==> config.mk <==
export PLATFORM = sky130hd
export DESIGN_NAME = aes_block_packer_flat
export DESIGN_NICKNAME = d
export VERILOG_FILES = /design/src/rtl/aes_block_packer_if.sv /design/src/rtl/aes_block_packer.sv /design/src/flat_wrapper.sv
export SDC_FILE = /design/constraint.sdc
export NUM_CORES = 1
export LEC_CHECK = 0
export CORE_ASPECT_RATIO = 1.25
export CORE_UTILIZATION = 53
export CTS_BUF_LIST = sky130_fd_sc_hd__clkbuf_4
export DETAILED_ROUTE_END_ITERATION = 16
export PLACE_DENSITY = 0.81
export RECOVER_POWER = 50
export REMOVE_ABC_BUFFERS = 1
export SLEW_MARGIN = 20
export SYNTH_ARGS = -nofsm -noshare
export SYNTH_HDL_FRONTEND = slang
export SYNTH_SLANG_ARGS = --single-unit
==> constraint.sdc <==
create_clock -name clk -period 2.7 [get_ports clk]
set_input_delay 0.27 -clock clk [delete_from_list [all_inputs] [get_ports clk]]
set_output_delay 0.27 -clock clk [all_outputs]
set_load 0.02 [all_outputs]
==> src/rtl/aes_block_packer_if.sv <==
// rtl/aes_block_packer_if.sv - byte stream, key load and packed block bundle of the AES block packer
`timescale 1ns/1ps
interface aes_block_packer_if #(
  parameter int CNT_W = 16
);
  logic [7:0]       in_byte;
  logic             in_valid;
  logic             in_ready;
  logic             abort;
  logic [127:0]     key_in;
  logic             key_load;
  logic [127:0]     data_out;
  logic [127:0]     key_out;
  logic             out_valid;
  logic             out_ready;
  logic [CNT_W-1:0] blk_count;

  modport master (
    output in_byte, in_valid, abort, key_in, key_load, out_ready,
    input  in_ready, data_out, key_out, out_valid, blk_count
  );

  modport slave (
    input  in_byte, in_valid, abort, key_in, key_load, out_ready,
    output in_ready, data_out, key_out, out_valid, blk_count
  );
endinterface

==> src/rtl/aes_block_packer.sv <==
// rtl/aes_block_packer.sv - packs 16 stream bytes plus the active key into a held 128-bit block
`timescale 1ns/1ps
module aes_block_packer #(
  parameter int CNT_W = 16
) (
  input logic               clk,
  input logic               rst,
  aes_block_packer_if.slave bus
);
  logic [119:0]     acc;
  logic [3:0]       cnt;
  logic [127:0]     key_reg;
  logic [127:0]     data_q;
  logic [127:0]     key_q;
  logic             valid_q;
  logic [CNT_W-1:0] blk_q;
  logic             in_ready;
  logic             in_xfer;
  logic             out_xfer;
  logic             complete;

  // Only the 16th byte needs the output slot, so earlier bytes keep flowing under a stall.
  assign in_ready = !bus.abort && ((cnt != 4'd15) || !valid_q || bus.out_ready);
  assign in_xfer  = bus.in_valid && in_ready;
  assign out_xfer = valid_q && bus.out_ready;
  assign complete = in_xfer && (cnt == 4'd15);

  always_ff @(posedge clk or negedge rst) begin
    if (!rst) begin
      acc     <= '0;
      cnt     <= '0;
      key_reg <= '0;
      data_q  <= '0;
      key_q   <= '0;
      valid_q <= 1'b0;
      blk_q   <= '0;
    end else begin
      if (bus.key_load) begin
        key_reg <= bus.key_in;
      end

      if (bus.abort) begin
        acc <= '0;
        cnt <= '0;
      end else if (complete) begin
        acc    <= '0;
        cnt    <= '0;
        data_q <= {acc, bus.in_byte};
        // A key loaded in the completing cycle already applies to this block.
        key_q  <= bus.key_load ? bus.key_in : key_reg;
      end else if (in_xfer) begin
        acc <= {acc[111:0], bus.in_byte};
        cnt <= cnt + 4'd1;
      end

      if (complete) begin
        valid_q <= 1'b1;
      end else if (out_xfer) begin
        valid_q <= 1'b0;
      end

      if (out_xfer) begin
        blk_q <= blk_q + CNT_W'(1);
      end
    end
  end

  assign bus.in_ready  = in_ready;
  assign bus.data_out  = data_q;
  assign bus.key_out   = key_q;
  assign bus.out_valid = valid_q;
  assign bus.blk_count = blk_q;
endmodule

==> src/flat_wrapper.sv <==
// flat-port wrapper written by rule: the top's interface ports become plain ports
module aes_block_packer_flat 
#(
  parameter int CNT_W = 16
)
  (clk, rst, bus_in_byte, bus_in_valid, bus_abort, bus_key_in, bus_key_load, bus_out_ready, bus_in_ready, bus_data_out, bus_key_out, bus_out_valid, bus_blk_count);
  aes_block_packer_if #(.CNT_W(CNT_W)) bus_i ();
  input logic clk;
  input logic rst;
  input wire logic [$bits(bus_i.in_byte)-1:0] bus_in_byte;
  input wire logic [$bits(bus_i.in_valid)-1:0] bus_in_valid;
  input wire logic [$bits(bus_i.abort)-1:0] bus_abort;
  input wire logic [$bits(bus_i.key_in)-1:0] bus_key_in;
  input wire logic [$bits(bus_i.key_load)-1:0] bus_key_load;
  input wire logic [$bits(bus_i.out_ready)-1:0] bus_out_ready;
  output wire logic [$bits(bus_i.in_ready)-1:0] bus_in_ready;
  output wire logic [$bits(bus_i.data_out)-1:0] bus_data_out;
  output wire logic [$bits(bus_i.key_out)-1:0] bus_key_out;
  output wire logic [$bits(bus_i.out_valid)-1:0] bus_out_valid;
  output wire logic [$bits(bus_i.blk_count)-1:0] bus_blk_count;
  assign bus_i.in_byte = bus_in_byte;
  assign bus_i.in_valid = bus_in_valid;
  assign bus_i.abort = bus_abort;
  assign bus_i.key_in = bus_key_in;
  assign bus_i.key_load = bus_key_load;
  assign bus_i.out_ready = bus_out_ready;
  assign bus_in_ready = bus_i.in_ready;
  assign bus_data_out = bus_i.data_out;
  assign bus_key_out = bus_i.key_out;
  assign bus_out_valid = bus_i.out_valid;
  assign bus_blk_count = bus_i.blk_count;
  aes_block_packer #(.CNT_W(CNT_W)) u_core (.clk(clk), .rst(rst), .bus(bus_i));
endmodule
==> impl_metrics.ini <==
[critical_path]
rr_startpoint = u_core.cnt[0]
worstPathArrival_ns = 3.18
worst_r2r_path_depth = 7
rrSetupSlack_ns = 0.25
cp-start-kind = input pin
cp.required_ns = 3.35
critPathSlowestCell = dlymetal6s2s_1
r2r-end = u_core.bus.data_out[0]
endpoint_kind = flop
path_class = input pin to flop
max_stage_delay_ns = 1.20
crit_path_max_fanout = 32
crit_chain = dlygate4sd3_1 > buf_4 > dlymetal6s2s_1 > mux2_2 > mux2_1

[sta]
drv_slew = 70
hold_violations = 0
worst_pin_slew_ns = 1.59
post-route-period-util_pct = 93.5
setup_tns_ns = 0
min_period_ns = 2.53
skew_ns = 0.0431
fmax_ghz = 0.396
setup-violations-final = 0
rsz0062_at_grt = no
slew_headroom_pct = -6.17

[flow_run]
drv_cap = 3

[power_and_ir_drop]
power.switching_mw = 3.61
peakVddDrop_v = 0.000362
pwr-share-clk_pct = 40.1
p_int_mw = 11.8
power_density_mw_per_mm2 = 593
fin_total_pwr_mw = 15.5
p_comb_share_pct = 6.8
switching_share_pct = 23.4
leakage_nw = 12.4
seqPwrFrac_pct = 53.1

[hold_path]
min_from = bus_key_in[55]
min_path_type = input pin to flop
min_path_cells = 2
min_to = u_core.key_reg[55]

[floorplanning]
core.rowCount = 78
die_x_um = 174
fp.coreArea_mm2 = 0.0364
initial_core_util_pct = 53.8
die_y_um = 217
io_pins = 416
dieArea_mm2 = 0.0377

[synth]
synth_area_mm2 = 0.0196
async_flop_share_pct = 100
ys.flop_type = dfrtp_1
synth_area_per_cell_um2 = 16.3
synthCells = 1202
synth-xor-area-share_pct = 0.670
synth_top_cell_by_area = dfrtp_1
synth_top_family_by_area = multiplexers
ys_seq_elements = 525
synth_commonest_cells = dfrtp_1, mux2_1, mux2_2
synth_fa_ha_area_share_pct = 0.128
synth-warning-count = 0
yosys.area_share.simple_pct = 1.83
synth_edf_count = 0
synth_top_area_share_pct = 67.0
synth.most_common_cell = dfrtp_1
synth_cell_type_count = 32
muxShareOfSynthArea_pct = 22.2
ys_seq_area_share_pct = 67.0
synth_compound_area_share_pct = 5.34
synthTopCellsByArea = dfrtp_1, mux2_1, mux2_2, a22o_1, a22oi_1

[routing]
routedWlPerCell_um = 19.5
drt_iter0_drc = 675
drcViolationCount = 0
ant_nets = 0
vias = 12231
vias_per_cell = 5.30
drt-total-wl_um = 45000
drt_pass1_iterations = 4

[outcome]
status = finished, violations left
violations = max-capacitance violations, max-slew violations

[clock_tree]
clk_pin_slew_ns = 0.08
clockBufferDepth = 3
cts_max_level = 3
cts_tree = yes
worst_skew_pair.late_latency_ns = 0.80
numClockSinks = 525
root_buffer = clkbuf_4
postCtsSetupBuffers = 0
cts_inserted_buffers = 117

[layout]
drive_gt1_share_pct = 16.0
fill_cells = 2372
areaGrowthSynthToFinish_pct = 33.0
layout.nets = 1871
utilization_pct = 71.6

[placed_design]
place_congestion = 0.824
dp_hpwl_um = 30300
portBuffers = 415

[global_route]
grt_pass1_wl_um = 72800
grt_max_degree = 85
track_usage_pct = 24.6
grt_pass1_vias = 13073
grt_remaining_overflow = 0
antenna_found_initial = 1
## per-stage QoR
stage / cell area, um2 / hold slack, ns / setup slack, ns / cells
3_5_place_dp: 24300 / 0.258 / 0.285 / 2064
4_1_cts: 26100 / 0.000370 / 0.159 / 2307
5_1_grt: 26100 / 0.0287 / 0.0959 / 2309
2_1_floorplan: 19100 / -0.0256 / -2.24 / 1129
3_3_place_gp: 24300 / 0.249 / 0.331 / 2064
6_report: 26100 / 0.0963 / 0.175 / 2309
## how the worst max path moves through the flow
stage                                    to           from  cells after the start  slack (ns)
finish              u_core.bus.key_out[118]   bus_key_load                      5        0.17
CTS                            bus_in_ready  u_core.cnt[0]                      5        0.16
global placement    u_core.bus.key_out[127]      bus_abort                      5        0.33
floorplan                     u_core.acc[0]  u_core.cnt[0]                      5       -2.24
detailed placement  u_core.bus.key_out[121]      bus_abort                      5        0.28
global route         u_core.bus.key_out[17]   bus_key_load                      5         0.1
## cell type report
class / instances / area (um2) / area share, %
multi-input cells: 604 / 5930 / 22.7
well taps: 480 / 601 / 2.30
repair buffers: 479 / 4830 / 18.5
clock buffers: 178 / 1340 / 5.13
clock inverters: 41 / 226 / 0.869
flip-flops and latches: 525 / 13100 / 50.4
diodes: 2 / 5.00 / 0.0192
## logic make-up (layout without fill, tap and decap cells)
kind of cell / count (synthesis) / after routing
adders and majority gates: 2 / 2
buffers and inverters: 73 / 698
and+or+nand+nor: 75 / 75
DFF: 525 / 525
AOI/OAI and AO/OA: 125 / 125
xor gates and xnor gates: 15 / 15
other: 0 / 2
muxes: 387 / 387
## power groups by stage
stage	clock network (mW)	logic [mW]	registers (mW)
floorplan	0	0.332	8.40
global placement	0	1.03	8.34
detailed placement	0	1.07	8.36
CTS	6.40	1.11	8.21
global route	6.83	1.14	8.23
finish	6.20	1.05	8.21
## critical path, delay by kind of cell
kind / cells / cell delay (ns)
mux: 2 / 0.74
buf+inv: 3 / 2.13
## metal layers
layer	vias to the layer above	wire length [um]	track usage [%]	share of wire, %
met5	-	0	0	0
met4	0	1220	9.39	2.7
met3	76	2880	6.45	6.4
met2	436	22400	40.2	50
met1	6258	18500	31.6	41
li1	5461	-	-	-
## timing repair
action                                  CTS  global route
hold endpoints to repair                526             0
hold buffers                             24             0
gates resized for setup                   1             0
endpoints found under the setup margin    1             0
## cells in the final DEF (no fill, tap or decap), types with 3 or more instances in the layout
cell type / n
a22o_1: 89
a22oi_1: 31
buf_12: 11
buf_4: 18
clkbuf_1: 6
clkbuf_4: 179
clkdlybuf4s50_1: 412
clkinv_1: 31
clkinv_2: 4
clkinvlp_4: 4
dfrtp_1: 525
dlygate4sd3_1: 23
mux2_1: 322
mux2_2: 63
nand2_1: 9
nand3_1: 8
nand4_1: 3
nor2_1: 40
nor3_1: 5
xnor2_1: 10
xor2_1: 5
Note: power is estimated with default switching activity, not from simulation.
